[src/rtl/mem_stage_pkg.sv]
// Shared types and constants for the MEM-stage data-memory controller.
package mem_stage_pkg;

    // Controller occupancy: idle, bus access in flight, access complete.
    typedef enum logic [1:0] {
        IDLE = 2'd0,
        WAIT = 2'd1,
        DONE = 2'd2
    } state_e;

    // Bit positions inside the 2-bit WB control bundle.
    localparam int unsigned WB_REGWRITE = 1;
    localparam int unsigned WB_MEMTOREG = 0;

    // WB bundle inserted into MEM_WB while the stage is stalled.
    localparam logic [1:0] WB_BUBBLE = 2'b00;

endpackage

[src/rtl/mem_timeout_cnt.sv]
// WAIT-cycle counter with expiry compare; used only in the MEM_TIMEOUT_EN build.
module mem_timeout_cnt #(
    parameter int unsigned TIMEOUT_CYCLES = 255
) (
    input  logic clk_i,
    input  logic rst_n_i,
    input  logic clr_i,
    input  logic en_i,
    output logic expired_c
);

    localparam int unsigned CNT_W = (TIMEOUT_CYCLES > 1) ? $clog2(TIMEOUT_CYCLES) : 1;
    localparam logic [CNT_W-1:0] LAST = CNT_W'(TIMEOUT_CYCLES - 1);

    logic [CNT_W-1:0] cnt_q;

    // Expiry fires in the WAIT cycle whose index is TIMEOUT_CYCLES-1.
    assign expired_c = en_i && (cnt_q == LAST);

    // Clear on WAIT entry, count each WAIT cycle, saturate at expiry.
    always_ff @(posedge clk_i or negedge rst_n_i) begin
        if (!rst_n_i) begin
            cnt_q <= '0;
        end else if (clr_i) begin
            cnt_q <= '0;
        end else if (en_i && !expired_c) begin
            cnt_q <= cnt_q + CNT_W'(1);
        end
    end

endmodule

[src/rtl/mem_stage_ctrl.sv]
// MEM-stage data-memory access controller between EX/MEM and MEM_WB.
// Optional build macro: MEM_TIMEOUT_EN (aborts a WAIT with no ack after TIMEOUT_CYCLES).
module mem_stage_ctrl
    import mem_stage_pkg::*;
#(
    parameter int unsigned DATA_W         = 32,
    parameter int unsigned ADDR_W         = 32,
    parameter int unsigned TIMEOUT_CYCLES = 255
) (
    input  logic              clk_i,
    input  logic              rst_n_i,
    input  logic              MemRead_i,
    input  logic              MemWrite_i,
    input  logic [1:0]        WB_i,
    input  logic [DATA_W-1:0] ALU_data_i,
    input  logic [DATA_W-1:0] Store_data_i,
    input  logic [4:0]        RegWriteAddr_i,
    output logic              dmem_req_o,
    output logic              dmem_we_o,
    output logic [ADDR_W-1:0] dmem_addr_o,
    output logic [DATA_W-1:0] dmem_wdata_o,
    input  logic              dmem_ack_i,
    input  logic [DATA_W-1:0] dmem_rdata_i,
    output logic              stall_o,
    output logic [1:0]        WB_o,
    output logic [DATA_W-1:0] MEM_data_o,
    output logic [DATA_W-1:0] ALU_data_o,
    output logic [4:0]        RegWriteAddr_o,
    output logic              err_o
);

    state_e            state_q, state_d;
    logic [DATA_W-1:0] rdata_q;
    logic              issue_c;
    logic              ack_c;
    logic              abort_c;
    logic              stall_c;
    logic              expired_c;
    logic              mem_op_c;

    assign mem_op_c = MemRead_i | MemWrite_i;

    // State register.
    always_ff @(posedge clk_i or negedge rst_n_i) begin
        if (!rst_n_i) begin
            state_q <= IDLE;
        end else begin
            state_q <= state_d;
        end
    end

    // Next-state and stall decode; ack takes priority over a same-cycle timeout.
    always_comb begin
        state_d = state_q;
        issue_c = 1'b0;
        ack_c   = 1'b0;
        abort_c = 1'b0;
        stall_c = 1'b0;
        case (state_q)
            IDLE: begin
                if (mem_op_c) begin
                    stall_c = 1'b1;
                    issue_c = 1'b1;
                    state_d = WAIT;
                end
            end
            WAIT: begin
                stall_c = 1'b1;
                if (dmem_ack_i) begin
                    ack_c   = 1'b1;
                    state_d = DONE;
                end else if (expired_c) begin
                    abort_c = 1'b1;
                    state_d = DONE;
                end
            end
            DONE: begin
                state_d = IDLE;
            end
            default: begin
                state_d = IDLE;
            end
        endcase
    end

    // Pipeline-facing outputs are forced quiet while reset is held.
    assign stall_o        = rst_n_i & stall_c;
    assign WB_o           = (rst_n_i && !stall_c) ? WB_i : WB_BUBBLE;
    assign MEM_data_o     = rdata_q;
    assign ALU_data_o     = ALU_data_i;
    assign RegWriteAddr_o = RegWriteAddr_i;

    // Bus request launch/retire and load-data capture.
    always_ff @(posedge clk_i or negedge rst_n_i) begin
        if (!rst_n_i) begin
            dmem_req_o   <= 1'b0;
            dmem_we_o    <= 1'b0;
            dmem_addr_o  <= '0;
            dmem_wdata_o <= '0;
            rdata_q      <= '0;
        end else begin
            if (issue_c) begin
                dmem_req_o   <= 1'b1;
                dmem_we_o    <= MemWrite_i;
                dmem_addr_o  <= ADDR_W'({ALU_data_i[DATA_W-1:2], 2'b00});
                dmem_wdata_o <= Store_data_i;
            end else if (ack_c || abort_c) begin
                dmem_req_o <= 1'b0;
            end
            if (ack_c && !dmem_we_o) begin
                rdata_q <= dmem_rdata_i;
            end else if (abort_c) begin
                rdata_q <= '0;
            end
        end
    end

`ifdef MEM_TIMEOUT_EN
    mem_timeout_cnt #(
        .TIMEOUT_CYCLES(TIMEOUT_CYCLES)
    ) u_timeout (
        .clk_i     (clk_i),
        .rst_n_i   (rst_n_i),
        .clr_i     (issue_c),
        .en_i      (state_q == WAIT),
        .expired_c (expired_c)
    );

    // Sticky timeout flag, cleared only by reset.
    always_ff @(posedge clk_i or negedge rst_n_i) begin
        if (!rst_n_i) begin
            err_o <= 1'b0;
        end else if (abort_c) begin
            err_o <= 1'b1;
        end
    end
`else
    localparam int unsigned TIMEOUT_UNUSED = TIMEOUT_CYCLES;
    logic unused_cfg;

    assign unused_cfg = ^TIMEOUT_UNUSED;
    assign expired_c  = 1'b0;
    assign err_o      = 1'b0;
`endif

endmodule

[config.mk]
export PLATFORM = sky130hd
export DESIGN_NAME = mem_stage_ctrl
export DESIGN_NICKNAME = d
export VERILOG_FILES = /design/src/rtl/mem_stage_pkg.sv /design/src/rtl/mem_timeout_cnt.sv /design/src/rtl/mem_stage_ctrl.sv
export SDC_FILE = /design/constraint.sdc
export NUM_CORES = 1
export LEC_CHECK = 0
export CORE_ASPECT_RATIO = 0.6
export CORE_UTILIZATION = 37
export CTS_BUF_LIST = sky130_fd_sc_hd__clkbuf_2 sky130_fd_sc_hd__clkbuf_4 sky130_fd_sc_hd__clkbuf_8
export DETAILED_ROUTE_END_ITERATION = 6
export PLACE_DENSITY = 0.88
export SYNTH_ARGS = -nofsm -noshare
export SYNTH_HDL_FRONTEND = slang
export SYNTH_SLANG_ARGS = --single-unit
[constraint.sdc]
create_clock -name clk_i -period 1.8 [get_ports clk_i]
set_input_delay 0.27 -clock clk_i [delete_from_list [all_inputs] [get_ports clk_i]]
set_output_delay 0.27 -clock clk_i [all_outputs]
set_load 0.03 [all_outputs]
== Word level (Yosys, flattened, before mapping) ==
Index checks and enable logic that the tools add are counted.
W data, S select, Z words.

* Register bits: 98
* Latch bits: 0
* Memory bits (writable): 0
* Memory bits (read-only): 0
* Bits of input ports: 108
* Output and inout bits: 139
* Memories kept: 0

* Add/sub/neg operators: 0
* $mul: 0
* Div/mod/pow operators: 0
* Order comparisons: 0
* Equality and inequality tests: 3
* Shift-type cells: 0
* Mux-type cells: 12
* Bitwise gates (word level): 2
* Reduce and logical (&&, ||, !) cells: 7

{| class="wikitable"
|+ Operators with widths
! cell !! number
|-
| $mux W32 || 1
|-
| $mux W1 || 6
|-
| $mux W2 || 3
|-
| $ne A2 B2 Y1 const B || 2
|-
| $pmux W2 S2 || 1
|-
| $eq A2 B1 Y1 const B || 1
|-
| $logic_and A1 B1 Y1 || 2
|-
| $logic_not A1 Y1 || 2
|-
| $logic_not A2 Y1 || 1
|-
| $pmux W1 S2 || 1
|-
| $reduce_and A2 Y1 || 1
|-
| $reduce_bool A2 Y1 || 1
|-
| $and A1 B1 Y1 || 1
|-
| $or A1 B1 Y1 || 1
|}

== Depth between registers and ports, before layout ==
* Depth in word-level cells: 6
* Mapped depth: 5

== Worst setup path before layout ==
No wires, ideal clock.

* Kind: reg2out
* Start point: register state_q[0]
* End point: output port stall_o
* Data arrival time: 1.181 ns
* Setup slack: 0.349 ns
* Stages on the path, launching flop included: 3
* Path buffers: 0
* Path through: dfrtp_1 -> nor3_1 -> nor3b_1

* Cells in the longest elaborated chain, start to end: 3
* Elaborated cells between the ends (all ways): 4
* Classes of those cells: eq/ne: 1; mux: 1; bitwise: 1; reduce/logical: 1

{| class="wikitable"
|+ RTL lines
! what !! line !! text
|-
| from (decl) || mem_stage_ctrl.sv:32 || <nowiki>state_e state_q, state_d;</nowiki>
|-
| from (signal assigned) || mem_stage_ctrl.sv:48 || <nowiki>state_q <= state_d;</nowiki>
|-
| $eq A2 B1 Y1 or $logic_not A2 Y1 (tied branches) || mem_stage_ctrl.sv:59 || <nowiki>case (state_q)</nowiki>
|-
| $pmux W1 S2 * || mem_stage_ctrl.sv:59 ||
|-
| $and A1 B1 Y1 * || mem_stage_ctrl.sv:87 || <nowiki>assign stall_o = rst_n_i & stall_c;</nowiki>
|-
| to (decl) || mem_stage_ctrl.sv:24 || <nowiki>output logic stall_o,</nowiki>
|}

Mark *: on every way between the ends. The rest lies on a longest branch, timed or not.

== Final worst setup path ==
* Start point: input port ALU_data_i[17]
* End point: output port ALU_data_o[17]

{| class="wikitable"
|+ RTL lines
! what !! line !! text
|-
| from (decl) || mem_stage_ctrl.sv:15 || <nowiki>input logic [DATA_W-1:0] ALU_data_i,</nowiki>
|-
| to (decl) || mem_stage_ctrl.sv:27 || <nowiki>output logic [DATA_W-1:0] ALU_data_o,</nowiki>
|}

No word-level cell between the ends.

==> flow_summary.html <==
<table>
<tr><th>Metric</th><th>Value</th></tr>
<tr><th colspan="2">Finish</th></tr>
<tr><td>Highest-count cells in the layout ignoring fill and taps</td><td>clkdlybuf4s50_1, dfrtp_1, mux2_2</td></tr>
<tr><td>Core Util, Final</td><td>60.9%</td></tr>
<tr><td>Syn-to-layout area delta</td><td>57.7%</td></tr>
<tr><td>Share of layout cells above drive strength 1</td><td>26.8%</td></tr>
<tr><td>Filler cells</td><td>815</td></tr>
<tr><td>Most common cell after layout, fill and taps aside</td><td>clkdlybuf4s50_1</td></tr>
<tr><td>Final Net Count</td><td>570</td></tr>
<tr><td>Antenna cells</td><td>0</td></tr>
<tr><th colspan="2">Worst setup path</th></tr>
<tr><td>Critical Path Most Common Cell</td><td>clkdlybuf4s50_1</td></tr>
<tr><td>Startpoint Class</td><td>primary input</td></tr>
<tr><td>Largest fanout on the critical path</td><td>2</td></tr>
<tr><td>Critical path's largest stage delay</td><td>0.68 ns</td></tr>
<tr><td>Master of the slowest instance on the critical path</td><td>clkdlybuf4s50_1</td></tr>
<tr><td>Setup slack of the most critical reg-to-reg path</td><td>between 0.15 and 0.2 ns</td></tr>
<tr><td>Cells along the critical path</td><td>clkdlybuf4s50_1 -&gt; clkdlybuf4s50_1</td></tr>
<tr><td>Endpoint kind of the worst setup timing path</td><td>output pin</td></tr>
<tr><td>Worst reg2reg endpoint</td><td>MEM_data_o[11]</td></tr>
<tr><td>CP delay by family, top</td><td>buffers and inverters</td></tr>
<tr><td>Data arrival time of the critical path</td><td>1.45 ns</td></tr>
<tr><td>Reg2Reg Depth</td><td>4</td></tr>
<tr><td>Required @ worst endpoint</td><td>1.53 ns</td></tr>
<tr><td>Worst setup path class</td><td>in -&gt; out</td></tr>
<tr><td>Startpoint of the worst-slack reg-to-reg timing path</td><td>state_q[1]</td></tr>
<tr><td>Total buffers and inverters traversed by the critical path</td><td>2</td></tr>
<tr><th colspan="2">Yosys</th></tr>
<tr><td>Synthesized-area fraction occupied by adder cells</td><td>0%</td></tr>
<tr><td>Count of mapped cells out of synthesis</td><td>between 200 and 300</td></tr>
<tr><td>Sequential area share after synthesis</td><td>between 50 and 60%</td></tr>
<tr><td>Complex-gate fraction of the synthesized area</td><td>less than 1%</td></tr>
<tr><td>Number of distinct library cell variants in the gate-level netlist after synthesis</td><td>21</td></tr>
<tr><td>Share of the synthesized netlist area taken by xor and xnor gates</td><td>0%</td></tr>
<tr><td>Avg Synthesized Cell Area</td><td>15.8 um^2</td></tr>
<tr><td>Simple logic cell fraction of the synthesized area</td><td>roughly 1.8%</td></tr>
<tr><td>Warning count from the yosys run</td><td>0</td></tr>
<tr><td>Largest family of logic cells by synthesized area</td><td>multiplexers</td></tr>
<tr><td>Multiplexer area fraction after synthesis</td><td>between 20 and 30%</td></tr>
<tr><td>Number of synthesized register bits</td><td>98</td></tr>
<tr><td>Mapped Area</td><td>4140 um^2</td></tr>
<tr><th colspan="2">CTS</th></tr>
<tr><td>Clock Latency Late Sink</td><td>roughly 0.36 ns</td></tr>
<tr><td>CTS root buf</td><td>clkbuf_8</td></tr>
<tr><td>H-tree level count</td><td>3</td></tr>
<tr><td>Clock Sinks</td><td>98</td></tr>
<tr><td>Clock Pin Slew Worst Setup and Hold Paths</td><td>0.08 ns</td></tr>
<tr><td>CTS Buf Count</td><td>9</td></tr>
<tr><td>Buffer depth of the longest clock path</td><td>2</td></tr>
<tr><td>CTS tree</td><td>yes</td></tr>
<tr><th colspan="2">Floorplan</th></tr>
<tr><td>Die X</td><td>138 um</td></tr>
<tr><td>Floorplan die height</td><td>83.9 um</td></tr>
<tr><td>Initial core utilization</td><td>38.6%</td></tr>
<tr><td>FP Rows</td><td>29</td></tr>
<tr><td>Num ports</td><td>247</td></tr>
<tr><td>Die Outline Area</td><td>around 12000 um^2</td></tr>
<tr><td>Total core area</td><td>approximately 11000 um^2</td></tr>
<tr><th colspan="2">Timing</th></tr>
<tr><td>Top achievable clock speed</td><td>582 MHz</td></tr>
<tr><td>Number of setup violations in the final report</td><td>0</td></tr>
<tr><td>Number of max-slew violations in the final report</td><td>0</td></tr>
<tr><td>Unrepaired setup endpoints after global routing</td><td>no</td></tr>
<tr><td>Worst Skew</td><td>0.00939 ns</td></tr>
<tr><td>Tcrit/Tclk final</td><td>95.4%</td></tr>
<tr><td>Final number of hold-violating endpoints</td><td>0</td></tr>
<tr><td>Period minus WS final</td><td>about 1.7 ns</td></tr>
<tr><th colspan="2">Route</th></tr>
<tr><td>Via count</td><td>approximately 2800</td></tr>
<tr><td>First-pass DRT Iterations</td><td>6</td></tr>
<tr><td>Initial drt markers</td><td>82</td></tr>
<tr><td>Routed length per instance</td><td>16.7 um</td></tr>
<tr><td>Remaining design rule violation count</td><td>30</td></tr>
<tr><td>Total wire length</td><td>10100 um</td></tr>
<tr><td>Antenna Violating Nets Remaining</td><td>0</td></tr>
<tr><td>Vias per inst</td><td>4.54</td></tr>
<tr><th colspan="2">Global routing</th></tr>
<tr><td>First-pass GRT wire length</td><td>between 15000 and 20000 um</td></tr>
<tr><td>Maximum number of pins on one net before global-route repair</td><td>90</td></tr>
<tr><td>Antenna violations before repair</td><td>0</td></tr>
<tr><td>Remaining Overflow, GRT</td><td>0</td></tr>
<tr><td>Via count of the first global-routing pass</td><td>3000</td></tr>
<tr><td>Global-route total usage across every layer</td><td>between 10% and 20%</td></tr>
<tr><th colspan="2">Power</th></tr>
<tr><td>Power density of the placed cells</td><td>1830 nW/um^2</td></tr>
<tr><td>Post-layout total power</td><td>0.0120 W</td></tr>
<tr><td>Total leakage power</td><td>around 2.7 nW</td></tr>
<tr><td>Peak supply drop</td><td>about 1.1 mV</td></tr>
<tr><th colspan="2">Run status</th></tr>
<tr><td>Failing checks</td><td>design-rule violations</td></tr>
<tr><td>Status</td><td>finished, violations left</td></tr>
<tr><th colspan="2">Flow run</th></tr>
<tr><td>Max cap viols</td><td>0</td></tr>
<tr><th colspan="2">Worst hold path</th></tr>
<tr><td>End of the worst hold path</td><td>dmem_addr_o[13]</td></tr>
<tr><td>Startpoint of the lowest-slack hold path</td><td>dmem_addr_o[13]</td></tr>
<tr><td>Hold Path Stages</td><td>1</td></tr>
<tr><td>Min-delay worst type</td><td>reg -&gt; reg</td></tr>
<tr><th colspan="2">Place</th></tr>
<tr><td>DPL Wire Length</td><td>7530 um</td></tr>
<tr><td>Buffers on Ports</td><td>229</td></tr>
<tr><td>Routability congestion estimate from global placement</td><td>0.794</td></tr>
</table>
[cells by family after synthesis]
group                  count (synthesis)
AO/OA/AOI/OAI                          4
buffers and inverters                 51
flip-flops                            98
multiplexers                          94
other                                  1
AND/OR/NAND/NOR                       13
[flip-flops by register name, indices dropped and copies added (netlist names)]
name          cells
dmem_we_o         1
dmem_wdata_o     32
dmem_req_o        1
MEM_data_o       32
state_q           2
dmem_addr_o      30
[report_power, final]
group | switching, W | internal [W]
Clock | 0.000740 | 0.000570
Sequential | 0.000628 | 0.00329
Combinational | 0.00346 | 0.00327
[area by class of cell]
cell class	count	area (um^2)	share of cell area, %
inverter	1	3.75	0.0575
timing repair buffer	238	2400	36.9
tap	139	174	2.67
sequential	98	2450	37.6
clock buffer	12	153	2.34
multi-input combinational	114	1310	20.1
clock inverter	4	27.5	0.422
[worst reg2reg max path: cells and delay by family (launching register included)]
| kind | cells | cell delay (ns) |
|---|---|---|
| buf+inv | 1 | 0.26 |
| mux | 1 | 0.38 |
| flops | 1 | 0.47 |
| simple gates | 2 | 0.42 |
[how the worst max path moves through the flow]
stage	from	end	slack, ns	cells after the start
6_report	ALU_data_i[17]	ALU_data_o[17]	0.08	2
5_1_grt	MemRead_i	WB_o[1]	0.02	5
4_1_cts	state_q[0]	WB_o[1]	0.04	4
3_5_place_dp	MemWrite_i	stall_o	-0.06	4
3_3_place_gp	dmem_ack_i	MEM_data_o[11]	-0.02	5
2_1_floorplan	state_q[0]	stall_o	0.35	2
[per-layer routing]
| metal | vias to the layer above | GRT usage, % | share of wire, % |
|---|---|---|---|
| li1 | 1251 | - | - |
| met1 | 1360 | 21.2 | 40 |
| met2 | 132 | 30.9 | 51 |
| met3 | 9 | 6.77 | 8.6 |
| met4 | 0 | 4.90 | 0.86 |
| met5 | - | 0 | 0 |
[per-stage QoR]
step / instance area [um^2] / setup slack (ns) / hold WS, ns / setup TNS, ns / cells
after floorplan: 4140 / 0.349 / -0.0256 / 0 / 263
after global placement: 6300 / -0.0178 / 0.127 / -0.0352 / 587
after detailed placement: 6300 / -0.0573 / 0.128 / -0.379 / 587
after CTS: 6520 / 0.0425 / 0.486 / 0 / 605
after global routing: 6520 / 0.0210 / 0.489 / 0 / 606
final: 6520 / 0.0821 / 0.509 / 0 / 606
[cell usage after synthesis]
cell	n	share of area [%]
buf_12	3	1.5
o21ai_0	1	0.12
buf_6	1	0.27
nor2b_4	1	0.33
buf_4	40	7.3
buf_2	6	0.73
dfrtp_1	98	59
a211oi_1	1	0.18
nand2_1	3	0.27
conb_1	1	0.091
mux2_2	64	17
nor3b_1	1	0.18
mux2_4	30	11
nand2b_1	1	0.15
nor3_1	1	0.12
inv_1	1	0.091
o21ai_2	1	0.21
nor2_1	4	0.36
nand3_1	1	0.12
a22o_1	1	0.21
and3b_1	1	0.21
[repair_timing]
| action | 4_1_cts | 5_1_grt |
|---|---|---|
| buffers inserted | 0 | 1 |
| setup endpoints to repair | 4 | 2 |
| pin swaps | 0 | 1 |
| hold buffers | 2 | 0 |
| endpoints found under the hold margin | 9 | 0 |
| resized for setup | 4 | 0 |
Note: power is estimated with default switching activity, not from simulation.
